**config.mk**
```make
export PLATFORM = sky130hd
export DESIGN_NAME = rf_write_arbiter
export DESIGN_NICKNAME = d
export VERILOG_FILES = /design/src/rtl/rf_write_arbiter_pkg.sv /design/src/rtl/rf_starve_counter.sv /design/src/rtl/rf_write_arbiter.sv
export SDC_FILE = /design/constraint.sdc
export NUM_CORES = 1
export LEC_CHECK = 0
export BUFFER_PORTS_ARGS = -buffer_cell sky130_fd_sc_hd__buf_2
export CORE_AREA = 2 2 76 78
export DETAILED_ROUTE_END_ITERATION = 16
export DIE_AREA = 0 0 78 80
export PLACE_DENSITY = 0.8
export RECOVER_POWER = 25
export SYNTH_ARGS = -nofsm -noshare
export SYNTH_HDL_FRONTEND = slang
export SYNTH_HIERARCHICAL = 1
export SYNTH_SLANG_ARGS = --single-unit
export TNS_END_PERCENT = 10
```
**constraint.sdc**
```tcl
create_clock -name clk -period 3.8 [get_ports clk]
set_input_delay 0.76 -clock clk [delete_from_list [all_inputs] [get_ports clk]]
set_output_delay 0.76 -clock clk [all_outputs]
set_load 0.01 [all_outputs]
```
**src/rtl/rf_write_arbiter_pkg.sv**
```systemverilog
// Shared constants for the register-file write-port arbiter.
package rf_write_arbiter_pkg;

  // Requester indices into the grant vector
  localparam int unsigned REQ_WB  = 0;
  localparam int unsigned REQ_LSU = 1;
  localparam int unsigned REQ_DBG = 2;
  localparam int unsigned NUM_REQ = 3;

  // Register file geometry
  localparam int unsigned AW = 5;
  localparam int unsigned DW = 32;

  // x0 is hardwired to zero; writes to it are accepted but suppressed
  localparam logic [AW-1:0] X0_ADDR = '0;

  // Round-robin pointer between the two secondary requesters
  typedef enum logic {
    RR_LSU = 1'b0,
    RR_DBG = 1'b1
  } rr_ptr_e;

  function automatic logic is_x0(input logic [AW-1:0] addr);
    return addr == X0_ADDR;
  endfunction

endpackage

```
**src/rtl/rf_starve_counter.sv**
```systemverilog
// Saturating wait counter; flags a requester that has waited STARVE_LIMIT cycles.
module rf_starve_counter #(
  parameter int unsigned STARVE_LIMIT = 4,
  parameter int unsigned CW           = 4
) (
  input  logic clk,
  input  logic rstn,
  input  logic wait_i,
  input  logic clear_i,
  output logic starving_o
);

  localparam logic [CW-1:0] LIMIT = CW'(STARVE_LIMIT);

  logic [CW-1:0] cnt_q;
  logic [CW-1:0] cnt_d;

  // Clear wins over increment; increment stops at the limit
  always_comb begin
    cnt_d = cnt_q;
    if (clear_i) begin
      cnt_d = '0;
    end else if (wait_i && (cnt_q != LIMIT)) begin
      cnt_d = cnt_q + CW'(1);
    end
  end

  // Counter state
  always_ff @(posedge clk or negedge rstn) begin
    if (!rstn) begin
      cnt_q <= '0;
    end else begin
      cnt_q <= cnt_d;
    end
  end

  assign starving_o = (cnt_q == LIMIT);

endmodule

```
**src/rtl/rf_write_arbiter.sv**
```systemverilog
// Arbitrates the single register-file write port between WB, LSU and debug.
// WB has fixed priority; LSU/DBG alternate round-robin and can preempt WB
// once they have waited STARVE_LIMIT consecutive cycles.
module rf_write_arbiter
  import rf_write_arbiter_pkg::*;
#(
  parameter int unsigned STARVE_LIMIT = 4,
  parameter int unsigned CW           = 4
) (
  input  logic          clk,
  input  logic          rstn,
  input  logic          wb_valid,
  input  logic [AW-1:0] wb_addr,
  input  logic [DW-1:0] wb_data,
  output logic          wb_ready,
  input  logic          lsu_valid,
  input  logic [AW-1:0] lsu_addr,
  input  logic [DW-1:0] lsu_data,
  output logic          lsu_ready,
  input  logic          dbg_valid,
  input  logic [AW-1:0] dbg_addr,
  input  logic [DW-1:0] dbg_data,
  output logic          dbg_ready,
  output logic          rf_we,
  output logic [AW-1:0] rf_wa,
  output logic [DW-1:0] rf_wd,
  output logic          wb_stall
);

  logic               lsu_starving;
  logic               dbg_starving;
  logic               lsu_starve;
  logic               dbg_starve;
  logic [NUM_REQ-1:0] gnt;
  logic               starve_gnt;
  logic               xfer;
  logic [AW-1:0]      sel_addr;
  logic [DW-1:0]      sel_data;

  rr_ptr_e            rr_q;
  rr_ptr_e            rr_d;
  logic               rf_we_q;
  logic [AW-1:0]      rf_wa_q;
  logic [DW-1:0]      rf_wd_q;

  rf_starve_counter #(
    .STARVE_LIMIT (STARVE_LIMIT),
    .CW           (CW)
  ) u_lsu_starve (
    .clk        (clk),
    .rstn       (rstn),
    .wait_i     (lsu_valid && !gnt[REQ_LSU]),
    .clear_i    (!lsu_valid || gnt[REQ_LSU]),
    .starving_o (lsu_starving)
  );

  rf_starve_counter #(
    .STARVE_LIMIT (STARVE_LIMIT),
    .CW           (CW)
  ) u_dbg_starve (
    .clk        (clk),
    .rstn       (rstn),
    .wait_i     (dbg_valid && !gnt[REQ_DBG]),
    .clear_i    (!dbg_valid || gnt[REQ_DBG]),
    .starving_o (dbg_starving)
  );

  assign lsu_starve = lsu_valid && lsu_starving;
  assign dbg_starve = dbg_valid && dbg_starving;

  // Grant selection: starving requesters, then WB, then LSU/DBG round-robin.
  // Gated by rstn so no ready is raised while reset is asserted.
  always_comb begin
    gnt        = '0;
    starve_gnt = 1'b0;
    if (rstn) begin
      if (lsu_starve && dbg_starve) begin
        starve_gnt = 1'b1;
        if (rr_q == RR_LSU) gnt[REQ_LSU] = 1'b1;
        else                gnt[REQ_DBG] = 1'b1;
      end else if (lsu_starve) begin
        starve_gnt   = 1'b1;
        gnt[REQ_LSU] = 1'b1;
      end else if (dbg_starve) begin
        starve_gnt   = 1'b1;
        gnt[REQ_DBG] = 1'b1;
      end else if (wb_valid) begin
        gnt[REQ_WB] = 1'b1;
      end else if (lsu_valid && dbg_valid) begin
        if (rr_q == RR_LSU) gnt[REQ_LSU] = 1'b1;
        else                gnt[REQ_DBG] = 1'b1;
      end else if (lsu_valid) begin
        gnt[REQ_LSU] = 1'b1;
      end else if (dbg_valid) begin
        gnt[REQ_DBG] = 1'b1;
      end
    end
  end

  // Select the granted request's address/data and advance the round-robin pointer
  always_comb begin
    xfer     = |gnt;
    sel_addr = wb_addr;
    sel_data = wb_data;
    rr_d     = rr_q;
    if (gnt[REQ_LSU]) begin
      sel_addr = lsu_addr;
      sel_data = lsu_data;
      rr_d     = RR_DBG;
    end else if (gnt[REQ_DBG]) begin
      sel_addr = dbg_addr;
      sel_data = dbg_data;
      rr_d     = RR_LSU;
    end
  end

  // Round-robin pointer state
  always_ff @(posedge clk or negedge rstn) begin
    if (!rstn) begin
      rr_q <= RR_LSU;
    end else begin
      rr_q <= rr_d;
    end
  end

  // Registered write port; address/data hold when nothing transfers
  always_ff @(posedge clk or negedge rstn) begin
    if (!rstn) begin
      rf_we_q <= 1'b0;
      rf_wa_q <= '0;
      rf_wd_q <= '0;
    end else begin
      rf_we_q <= xfer && !is_x0(sel_addr);
      if (xfer) begin
        rf_wa_q <= sel_addr;
        rf_wd_q <= sel_data;
      end
    end
  end

  assign wb_ready  = gnt[REQ_WB];
  assign lsu_ready = gnt[REQ_LSU];
  assign dbg_ready = gnt[REQ_DBG];
  assign wb_stall  = wb_valid && starve_gnt;
  assign rf_we     = rf_we_q;
  assign rf_wa     = rf_wa_q;
  assign rf_wd     = rf_wd_q;

endmodule

```
# == Word level (Yosys, flattened, before mapping) ==
# Index checks and enable logic that the tools add are counted.
# totals
ff_bits,47
latchBits,0
ramBits,0
rom_bits,0
memories,0
# op_classes
n_addsub,2
multipliers,0
n_div,0
order_cmp,0
n_eq_ne,4
n_shift,0
muxes,30
bitwise_logic,0
reduce_logical,22
# op_table
cell,count
32-bit 2-to-1 mux,2
1-bit 2-to-1 mux,17
4-bit 2-to-1 mux,4
1-bit logical AND,10
5-bit 2-to-1 mux,2
4-bit by 1-bit adder with 4-bit output (second input constant),2
4-bit by 3-bit equality test with 1-bit output (second input constant),2
2-bit 2-to-1 mux,4
4-bit by 3-bit inequality test with 1-bit output (second input constant),2
2-bit nonzero test,3
1-bit logical NOT,5
5-bit logical NOT,1
3-bit 2-to-1 mux,1
3-bit OR reduction,1
1-bit logical OR,2

# == Depth between registers and ports, before layout ==
# Gate-level depths: netlist of the first run.
# logic_depth
word_depth,13
mapped_depth,13

# == Cells and area by module ==
# Netlist of the first run, hierarchy kept.
# by_module_without_submodules
mod,n_inst,cells_each,area_each_um2,seq_area_each_um2
rf_write_arbiter,1,154,1906.8,975.9
rf_starve_counter,2,24,234.0,100.1

# == Worst setup path after synthesis of the first run ==
# OpenSTA, ideal clock, no wires.
# synth_timing
path_type,register -> output
startpoint,register u_lsu_starve.cnt_q[0]
endpoint,output lsu_ready
arrival_time_ps,1745
path_slack_ps,1295
path_stages_with_launch,9
n_path_buf,1
path_cell_list,dfrtp_1 > inv_1 > ha_1 > nand3b_4 > inv_2 > inv_2 > maj3_2 > a221oi_4 > buf_2
# synth_between
elab_chain_len,5
word_cells_on_any_way,6
classes_between,1 x eq/ne; 3 x mux; 2 x reduce/logical
# synth_lines
item,line,rtl
"start, declared",rf_starve_counter.sv:15,logic [CW-1:0] cnt_q;
"start signal, assigned",rf_starve_counter.sv:33,cnt_q <= cnt_d;
4-bit by 3-bit equality test with 1-bit output *,rf_starve_counter.sv:37,assign starving_o = (cnt_q == LIMIT);
via lsu_starving,rf_write_arbiter.sv:30,logic lsu_starving;
1-bit logical AND *,rf_write_arbiter.sv:68,assign lsu_starve = lsu_valid && lsu_starving;
1-bit 2-to-1 mux or 1-bit logical AND (tied branches),"rf_write_arbiter.sv:81, rf_write_arbiter.sv:77",
2-bit 2-to-1 mux *,rf_write_arbiter.sv:77,if (lsu_starve && dbg_starve) begin
3-bit 2-to-1 mux *,rf_write_arbiter.sv:76,if (rstn) begin
"end, declared",rf_write_arbiter.sv:19,"output logic lsu_ready,"
# The timed path passes the listed nets; every way through them passes the cells marked *.

# == Worst setup path in the final report of the first run ==
# layout_timing
startpoint,input rstn
endpoint,output wb_ready
# layout_between
elab_chain_len,1
# layout_lines
item,line,rtl
"start, declared",rf_write_arbiter.sv:11,"input logic rstn,"
3-bit 2-to-1 mux,rf_write_arbiter.sv:76,
"end, declared",rf_write_arbiter.sv:15,"output logic wb_ready,"
# Every way passes these cells.

==> results_dict.tcl, run 1 <==
set metrics [dict create \
    synth_area_leaders "dfrtp_1, a221o_1, a22o_1, ha_1, a21oi_1" \
    placementRows 27 \
    post_drt_via_cell_ratio 5.644 \
    synthMuxAreaShare 0 \
    synth_nets 322 \
    cts_tree "done" \
    drc 0 \
    portBuffers 157 \
    hold_class "reg -> reg" \
    crit_fanout 18 \
    hold_violations 0 \
    synth_most_common_cell "dfrtp_1" \
    fillerInstances 484 \
    yosysSeqAreaShare 0.4953 \
    yosysWarningCount 6 \
    synth_fa_ha_area_frac 0.02582 \
    cts.root.buffer_cell "clkbuf_8" \
    drtAntennaViolNets 0 \
    setup_viol 0 \
    p_per_area_nw_per_um2 372.1 \
    regToRegStartpoint "u_lsu_starve/cnt_q[0]" \
    routabilityCongestion 0.7904 \
    fin_area_um2 3336 \
    synth_top_area_frac 0.4953 \
    period_share 0.8464 \
    multi_input_area_um2 1119 \
    diodes 0 \
    ys_ff_latch 47 \
    grt_max_degree 28 \
    skew_ps 4.028 \
    arrival_ps 2460 \
    grt_pass1_vias 2307 \
    drt-total-wl_mm 6.874 \
    layout.cells.non_filler 430 \
    clkTransAtPathRegs_ps 70 \
    fin_crit_ps 3216 \
    cap_violations 0 \
    status "finished, final reports clean" \
    ys.flop_type "dfrtp_1" \
    synth-compound-area-share 0.3583 \
    synth-xor-area-share 0 \
    synthCells 202 \
    clk_latency_ps 280 \
    grt-ovfl-total 0 \
    track_usage 0.2190 \
    slew_headroom 0.2081 \
    cts.sink_count 47 \
    synth_top_cell_by_area "dfrtp_1" \
    ff_latch_area_um2 1176 \
    fin_ws_ps 583.6 \
    max_freq_mhz 310.9 \
    cts_setup_buffers 0 \
    rsz0062_at_grt "no" \
    synth_top_family_by_area "compound AO/OA/AOI/OAI gates" \
    synth_cell_types 28 \
    placed_cells 424 \
    synth-simple-area-share 0.07798 \
    die_h_um 80 \
    drt_iter0_markers 123 \
    drv_slew 0 \
    h-tree-depth 2 \
    synth_area_um2 2375 \
    post_dp_cell_area_um2 3268 \
    tightest_slew_ps 1188 \
    syn_area_per_cell_um2 11.76 \
    dieArea_um2 6240 \
    numCtsBuffers 5 \
    r2r_slack_ps 870 \
    reg2reg_depth 10 \
    cts.path.max_buffers 2 \
    syn_to_final_growth_pct 40.46 \
    ir_worst_vdd_uv 174.0 \
    holdPathStages 1 \
    p_leak_nw 1.752 \
    hold_end "rf_wd[24]" \
    drive_above_1_share 0.5084 \
    cp-start-kind "input pin" \
    worstSetupEndpointType "primary output" \
    wl_per_cell_um 15.99 \
    worstSetupPathType "in -> out" \
    ys_top_cells_by_count "dfrtp_1, a221o_1, a22o_1" \
    layout.nets 479 \
    initial_core_util 0.4394 \
    crit_required_ps 3040 \
    pre_cts_slack_ps 840.9 \
    cts_resized 0 \
    cts_hold_buf 0 \
    hpwl_mm 5.311 \
    antenna_found_initial 0 \
    first_pass_iters 4 \
    synth-edff-count 0 \
    reg2reg_to "rf_wd[10]" \
    ios 158 \
    dieWidth_um 78 \
    async_flop_share 1.000 \
    grt_pass1_wl_mm 10.52 \
    num_vias 2427 \
    fin_setup_tns_ps 0 \
    fp.coreArea_um2 5405 \
    hold_start "rf_wd[24]" \
]
-- report_power, final --
group          switching, mW  total, mW  internal [mW]  leakage (nW)
registers             0.0459      0.623          0.577         0.583
clock network          0.139      0.262          0.123        0.0371
logic                  0.175      0.357          0.182          1.13
-- cell families after synthesis --
kind of cell | Yosys count
fa+ha+maj | 5
buf+inv | 25
simple gates | 29
flops | 47
compound gates | 96
-- registers in the layout, indices dropped and copies added, names as in the netlist --
register            count
u_lsu_starve/cnt_q      4
rf_wd                  32
u_dbg_starve/cnt_q      4
rf_wa                   5
rf_we                   1
rr_q                    1
-- per-layer routing --
metal  share of wire  GRT usage
met1            0.41     0.2707
met4           0.019    0.09649
met5               0          0
met3           0.074    0.02941
met2            0.50     0.3836
-- critical path: stages --
cell,delay [ps]
clkbuf_1,580
buf_4,350
nand2_1,130
nor2b_4,410
buf_2,220
-- worst max path at each step --
stage / startpoint / to / slack [ps] / depth (start not counted)
after floorplan: u_lsu_starve/cnt_q[0] / lsu_ready / 1300 / 8
after global placement: rstn / wb_ready / 920 / 5
after detailed placement: u_lsu_starve/cnt_q[0] / rf_wd[10] / 840 / 10
after CTS: u_lsu_starve/cnt_q[0] / lsu_ready / 660 / 9
after global routing: rstn / wb_ready / 380 / 5
final: rstn / wb_ready / 580 / 5
-- cell type report --
class	count	share of cell area
sequential	47	0.3526
multi-input combinational	130	0.3353
timing repair buffer	165	0.2521
tap	72	0.02701
clock buffer	6	0.02176
inverter	10	0.01125
-- stage by stage --
stage               utilization  hold slack [ps]  total power [mW]
global placement         0.6046            490.3            0.9782
global route             0.6171            525.2             1.317
finish                   0.6171            508.6             1.241
CTS                      0.6181            353.4             1.260
detailed placement       0.6046            488.6            0.9905
floorplan                     -            464.4            0.8029
-- cell usage in the layout (no fill, tap or decap), types with 5 or more instances in the layout --
cell type,instances
clkbuf_8,5
a221o_1,37
dfrtp_1,47
a22o_1,37
inv_1,7
buf_4,7
a21oi_1,9
buf_2,156
nand3_1,7
(Power assumes the default switching activity.)
==> inputs of run 2 (changes only) <==
CORE_AREA = 2 2 83 85   (was 2 2 76 78)
DIE_AREA = 0 0 85 87   (was 0 0 78 80)
PLACE_DENSITY = 0.7   (was 0.8)
clock period = 2.6 ns   (was 3.8 ns; I/O delays follow)
==> run 2 against run 1 <==
  * Clock power increased by 74%
  * Non-clock buffer count increased by 26
  * Sequential share of layout area decreased by 3.0 points
  * Clock-buffer cell count decreased by 1
  * Highest routed layer unchanged
  * Final cell count increased by 8.8%
  * Power increased by 57%
  * Via count increased by 6.5%
  * Hold slack got worse by 76 ps
  * Design area increased by 9.5%
  * Core utilization decreased by 6.1 points
  * Die area increased by 19%
==> results_dict.tcl, run 2 (synthesis results as in run 1) <==
set metrics [dict create \
    status "finished, final reports clean" \
    skew_ps 9.985 \
    clkTransAtPathRegs_ps 100 \
    ios 158 \
    cts_hold_buf 0 \
    reg2reg_depth 13 \
    antenna_found_initial 1 \
    multi_input_area_um2 1152 \
    setup_viol 0 \
    post_drt_via_cell_ratio 5.524 \
    crit_start "u_lsu_starve/cnt_q[1]" \
    cts.path.max_buffers 2 \
    p_per_area_nw_per_um2 533.7 \
    crit_fanout 4 \
    arrival_ps 2080 \
    die_h_um 87 \
    p_leak_nw 1.902 \
    cts_tree "done" \
    slew_headroom 0.3251 \
    crit_required_ps 2080 \
    hold_class "in -> reg" \
    syn_to_final_growth_pct 53.74 \
    grt_pass1_wl_mm 12.84 \
    hpwl_mm 6.002 \
    hold-worst-slack_ps 432.9 \
    max_freq_mhz 385.4 \
    fin_crit_ps 2595 \
    cap_violations 0 \
    initial_core_util 0.3615 \
    ff_latch_area_um2 1176 \
    first_pass_iters 4 \
    largest_register_ffs 32 \
    hold_violations 0 \
    routabilityCongestion 0.7631 \
    hold_end "rf_wd[14]" \
    cts.sink_count 47 \
    clk_latency_ps 310 \
    dieArea_um2 7395 \
    drc 0 \
    drv_slew 0 \
    critPathSlowestCell "dfrtp_1" \
    critPathTopFamily "buffers and inverters" \
    hold_start "dbg_data[14]" \
    dieWidth_um 85 \
    reg2reg_to "rf_wd[15]" \
    holdPathStages 2 \
    numCtsBuffers 5 \
    fp.coreArea_um2 6569 \
    rsz0062_at_grt "yes" \
    period_share 0.9981 \
    fin_area_um2 3651 \
    cp-start-kind "register" \
    track_usage 0.2204 \
    cp.depth 10 \
    grt-ovfl-total 0 \
    grt_max_degree 40 \
    worstSetupEndpointType "primary output" \
    drtAntennaViolNets 0 \
    max_stage_delay_ps 400 \
    crit_top_cell "buf_6" \
    drt-total-wl_mm 8.397 \
    final_cell_mix "buf_2, dfrtp_1, a22o_1, a221o_1, buf_4" \
    cp_num_buf_inv 6 \
    cts.root.buffer_cell "clkbuf_8" \
    h-tree-depth 2 \
    r2r_slack_ps 90 \
    ir_worst_vdd_uv 257.9 \
    post_dp_cell_area_um2 3361 \
    tightest_slew_ps 1012 \
    regToRegStartpoint "u_lsu_starve/cnt_q[1]" \
    layout_commonest_cell "buf_2" \
    cp_cell_sequence "inv_2, ha_4, nand3b_4, inv_4, inv_2, buf_6, maj3_2, a221oi_4, buf_6, buf_6" \
    portBuffers 157 \
    drt_iter0_markers 128 \
    layout.nets 506 \
    drive_above_1_share 0.5581 \
    worstSetupPathType "reg -> out" \
    num_vias 2585 \
    grt_pass1_vias 2608 \
    fillerInstances 588 \
    placementRows 30 \
    wl_per_cell_um 17.94 \
    p_total_mw 1.949 \
]
==> run 2: cell types whose count changed in the layout (fill, tap and decap cells not counted), sizes merged <==
cell	before	now
buf	163	186
clkbuf	8	10
inv	10	12
clkinv	0	1
diode	0	1
nor3	3	4
==> run 2: what timing repair did <==
| action | in CTS | in global routing |
|---|---|---|
| pin swaps | 2 | 5 |
| gates cloned | 1 | 1 |
| setup buffers | 4 | 10 |
| setup endpoints to repair | 40 | 45 |
| resized for setup | 8 | 11 |
==> run 2: layer usage <==
| layer | share of wire | vias up | routed length [um] | GRT usage |
|---|---|---|---|---|
| met5 | 0 | - | 0 | 0 |
| met4 | 0.014 | 0 | 116 | 0.06638 |
| met3 | 0.072 | 10 | 603 | 0.06066 |
| met2 | 0.51 | 96 | 4312 | 0.3757 |
| met1 | 0.40 | 1279 | 3365 | 0.2733 |
| li1 | - | 1200 | - | - |
==> run 2: stage by stage <==
step,setup WS [ps],utilization,TNS [ps],instances
global route,-91.98,0.5558,-392.5,468
floorplan,158.6,-,0,202
CTS,-110.4,0.5350,-165.3,456
global placement,-38.25,0.5116,-257.6,443
detailed placement,-144.9,0.5116,-1944,443
finish,4.961,0.5558,0,468
==> run 2: worst max-delay path by stage <==
stage | endpoint | slack (ps)
CTS | lsu_ready | -110
finish | lsu_ready | 5
detailed placement | rf_wd[13] | -140
floorplan | u_lsu_starve/cnt_q[1] | 160
global route | lsu_ready | -90
global placement | rf_wd[28] | -40
==> run 2: report_power, final <==
group          internal (mW)  total [mW]  switching (mW)  leakage [nW]
logic                  0.302       0.578           0.276          1.27
registers              0.842       0.914          0.0721         0.583
clock network          0.195       0.456           0.262        0.0489
total                   1.34        1.95           0.610          1.90
==> run 2: final cells by class <==
type | instances | area share
repair buffers | 191 | 0.2981
well taps | 80 | 0.02742
clock buffers | 5 | 0.01885
diodes | 1 | 0.0006854
clock inverters | 3 | 0.006169
flip-flops and latches | 47 | 0.3221
multi-input cells | 131 | 0.3156
inverters | 10 | 0.01097
==> inputs of run 3 (changes only) <==
CORE_AREA = 2 2 87 89   (was 2 2 83 85)
DIE_AREA = 0 0 89 91   (was 0 0 85 87)
PLACE_DENSITY = 0.73   (was 0.7)
SYNTH_HIERARCHICAL = default   (was 1)
==> run 3 against run 2 <==
  * First-iteration DRC count down 4.7%
  * Sequential power up 11%
  * Via count up 2.8%
  * Synthesized cell count up 39%
  * Combinational power up 46%
  * Non-clock buffer count down 22
  * Die area up 9.5%
  * Highest routed layer unchanged
  * Sequential cell count unchanged
  * Clock power down 8.3%
  * Global-route usage down 4.6 points
  * Sequential share of layout area down 2.1 points
==> results_dict.tcl, run 3 <==
set metrics [dict create \
    cts.path.max_buffers 2 \
    cts_tree "done" \
    rsz0062_at_grt "no" \
    largest_register_ffs 32 \
    drv_slew 0 \
    track_usage 0.1742 \
    arrival_ps 1980 \
    dieArea_um2 8099 \
    synth_top_area_frac 0.4082 \
    numCtsBuffers 5 \
    ys_ff_latch 47 \
    pre_cts_slack_ps 123.2 \
    tightest_slew_ps 1332 \
    drtAntennaViolNets 0 \
    p_per_area_nw_per_um2 582.8 \
    yosysWarningCount 0 \
    drt-total-wl_mm 7.177 \
    cts_hold_buf 0 \
    grt_pass1_wl_mm 11.33 \
    hold_class "in -> async" \
    num_vias 2658 \
    drc 0 \
    hpwl_mm 5.606 \
    drt_iter0_markers 122 \
    max_freq_mhz 399.5 \
    cts.sink_count 47 \
    dieWidth_um 89 \
    fin_setup_tns_ps 0 \
    worstSetupPathType "reg -> out" \
    synth_nets 400 \
    final_util 0.5468 \
    status "finished, final reports clean" \
    ir_worst_vdd_uv 295.6 \
    fin_crit_ps 2503 \
    syn_to_final_growth_pct 35.43 \
    synth_most_common_cell "dfrtp_1" \
    fp.coreArea_um2 7137 \
    cap_violations 0 \
    fillerInstances 680 \
    post_drt_via_cell_ratio 4.950 \
    period_share 0.9628 \
    layout.nets 557 \
    first_pass_iters 4 \
    layout_commonest_cell "buf_2" \
    routabilityCongestion 0.7626 \
    wl_per_cell_um 13.36 \
    antenna_found_initial 0 \
    grt_pass1_vias 2515 \
    async_flop_share 1.000 \
    skew_ps 5.082 \
    synth_top_cell_by_area "dfrtp_1" \
    setup_viol 0 \
    grt_max_degree 37 \
    diodes 0 \
    syn_area_per_cell_um2 10.29 \
    p_total_mw 2.274 \
    ys.flop_type "dfrtp_1" \
    ios 158 \
    die_h_um 91 \
    crit_required_ps 2080 \
    p_leak_nw 2.121 \
    cp-start-kind "register" \
    cts.root.buffer_cell "clkbuf_8" \
    placementRows 31 \
    clk_latency_ps 290 \
    worstSetupEndpointType "primary output" \
    synth-edff-count 0 \
    h-tree-depth 2 \
    final_cell_mix "buf_2, dfrtp_1, nand2_1" \
    synth_area_um2 2882 \
    slew_headroom 0.1123 \
    synth_area_leaders "dfrtp_1, mux2_2, mux2i_1, o21ai_1, nand2_1" \
    clkTransAtPathRegs_ps 80 \
    synthCells 280 \
    drive_above_1_share 0.4954 \
    ys_top_cells_by_count "dfrtp_1, nand2_1, o21ai_1" \
    initial_core_util 0.4038 \
    portBuffers 157 \
    hold_violations 0 \
    crit_fanout 14 \
    synth_cell_types 43 \
    yosysSeqAreaShare 0.4082 \
    grt-ovfl-total 0 \
    fin_ws_ps 96.65 \
]
## run 3: critical path, stage by stage, from the launching register on
cell     delay (ps)
dfrtp_1         390
inv_1            60
ha_1            210
and3b_2         260
a32oi_2         260
or2_4           190
buf_12          160
inv_1            40
buf_2           130
## run 3: worst paths after layout
check,start,endpoint,slack [ps],cells past startpoint
setup reg to reg,u_dbg_starve.cnt_q[0],rf_wd[1],210,9
max in group asynchronous,rstn,rf_wd[5],1110,2
hold / removal,rstn,rf_wa[4],310,2
min in group clk,rf_wd[1],rf_wd[1],500,1
setup / recovery,u_dbg_starve.cnt_q[0],dbg_ready,100,8
hold reg to reg,rf_wd[1],rf_wd[1],500,1
## run 3: cells by family after synthesis
| group | share of synthesized area |
|---|---|
| DFF | 0.4082 |
| AOI/OAI and AO/OA | 0.1107 |
| and+or+nand+nor | 0.1251 |
| muxes | 0.2636 |
| xor gates and xnor gates | 0.009120 |
| adders and majority gates | 0.01737 |
| buffers and inverters | 0.06600 |
## run 3: final cells by class
cell class,count,area [um^2],share of cell area
Tap cell,99,123.9,0.03174
Multi-Input combinational cell,204,1535,0.3934
Clock inverter,1,5.005,0.001282
Clock buffer,7,76.32,0.01956
Inverter,10,38.79,0.009939
Timing Repair Buffer,169,947.2,0.2427
Sequential cell,47,1176,0.3014
## run 3: layer usage
| metal | vias up | part of all wire | global-route usage |
|---|---|---|---|
| li1 | 1304 | - | - |
| met1 | 1253 | 0.39 | 0.2063 |
| met2 | 97 | 0.55 | 0.3228 |
| met3 | 4 | 0.053 | 0.03182 |
| met4 | 0 | 0.0059 | 0.03358 |
| met5 | - | 0 | 0 |
## run 3: per-stage QoR
stage	cell area, um^2	hold slack [ps]	instances
global placement	3757	467.1	526
floorplan	2882	224.4	280
global route	3902	343.7	537
finish	3902	314.4	537
detailed placement	3757	490.4	526
CTS	3872	301.6	535
## run 3: where the power goes
part / switching, mW / internal [mW]
sequential: 0.100 / 0.911
clock: 0.229 / 0.189
combinational: 0.402 / 0.443
## run 3: timing repair
action                                  4_1_cts  5_1_grt
gates resized for setup                       1        4
endpoints found under the setup margin        1        3
buffers inserted                              0        2
cloned                                        1        0
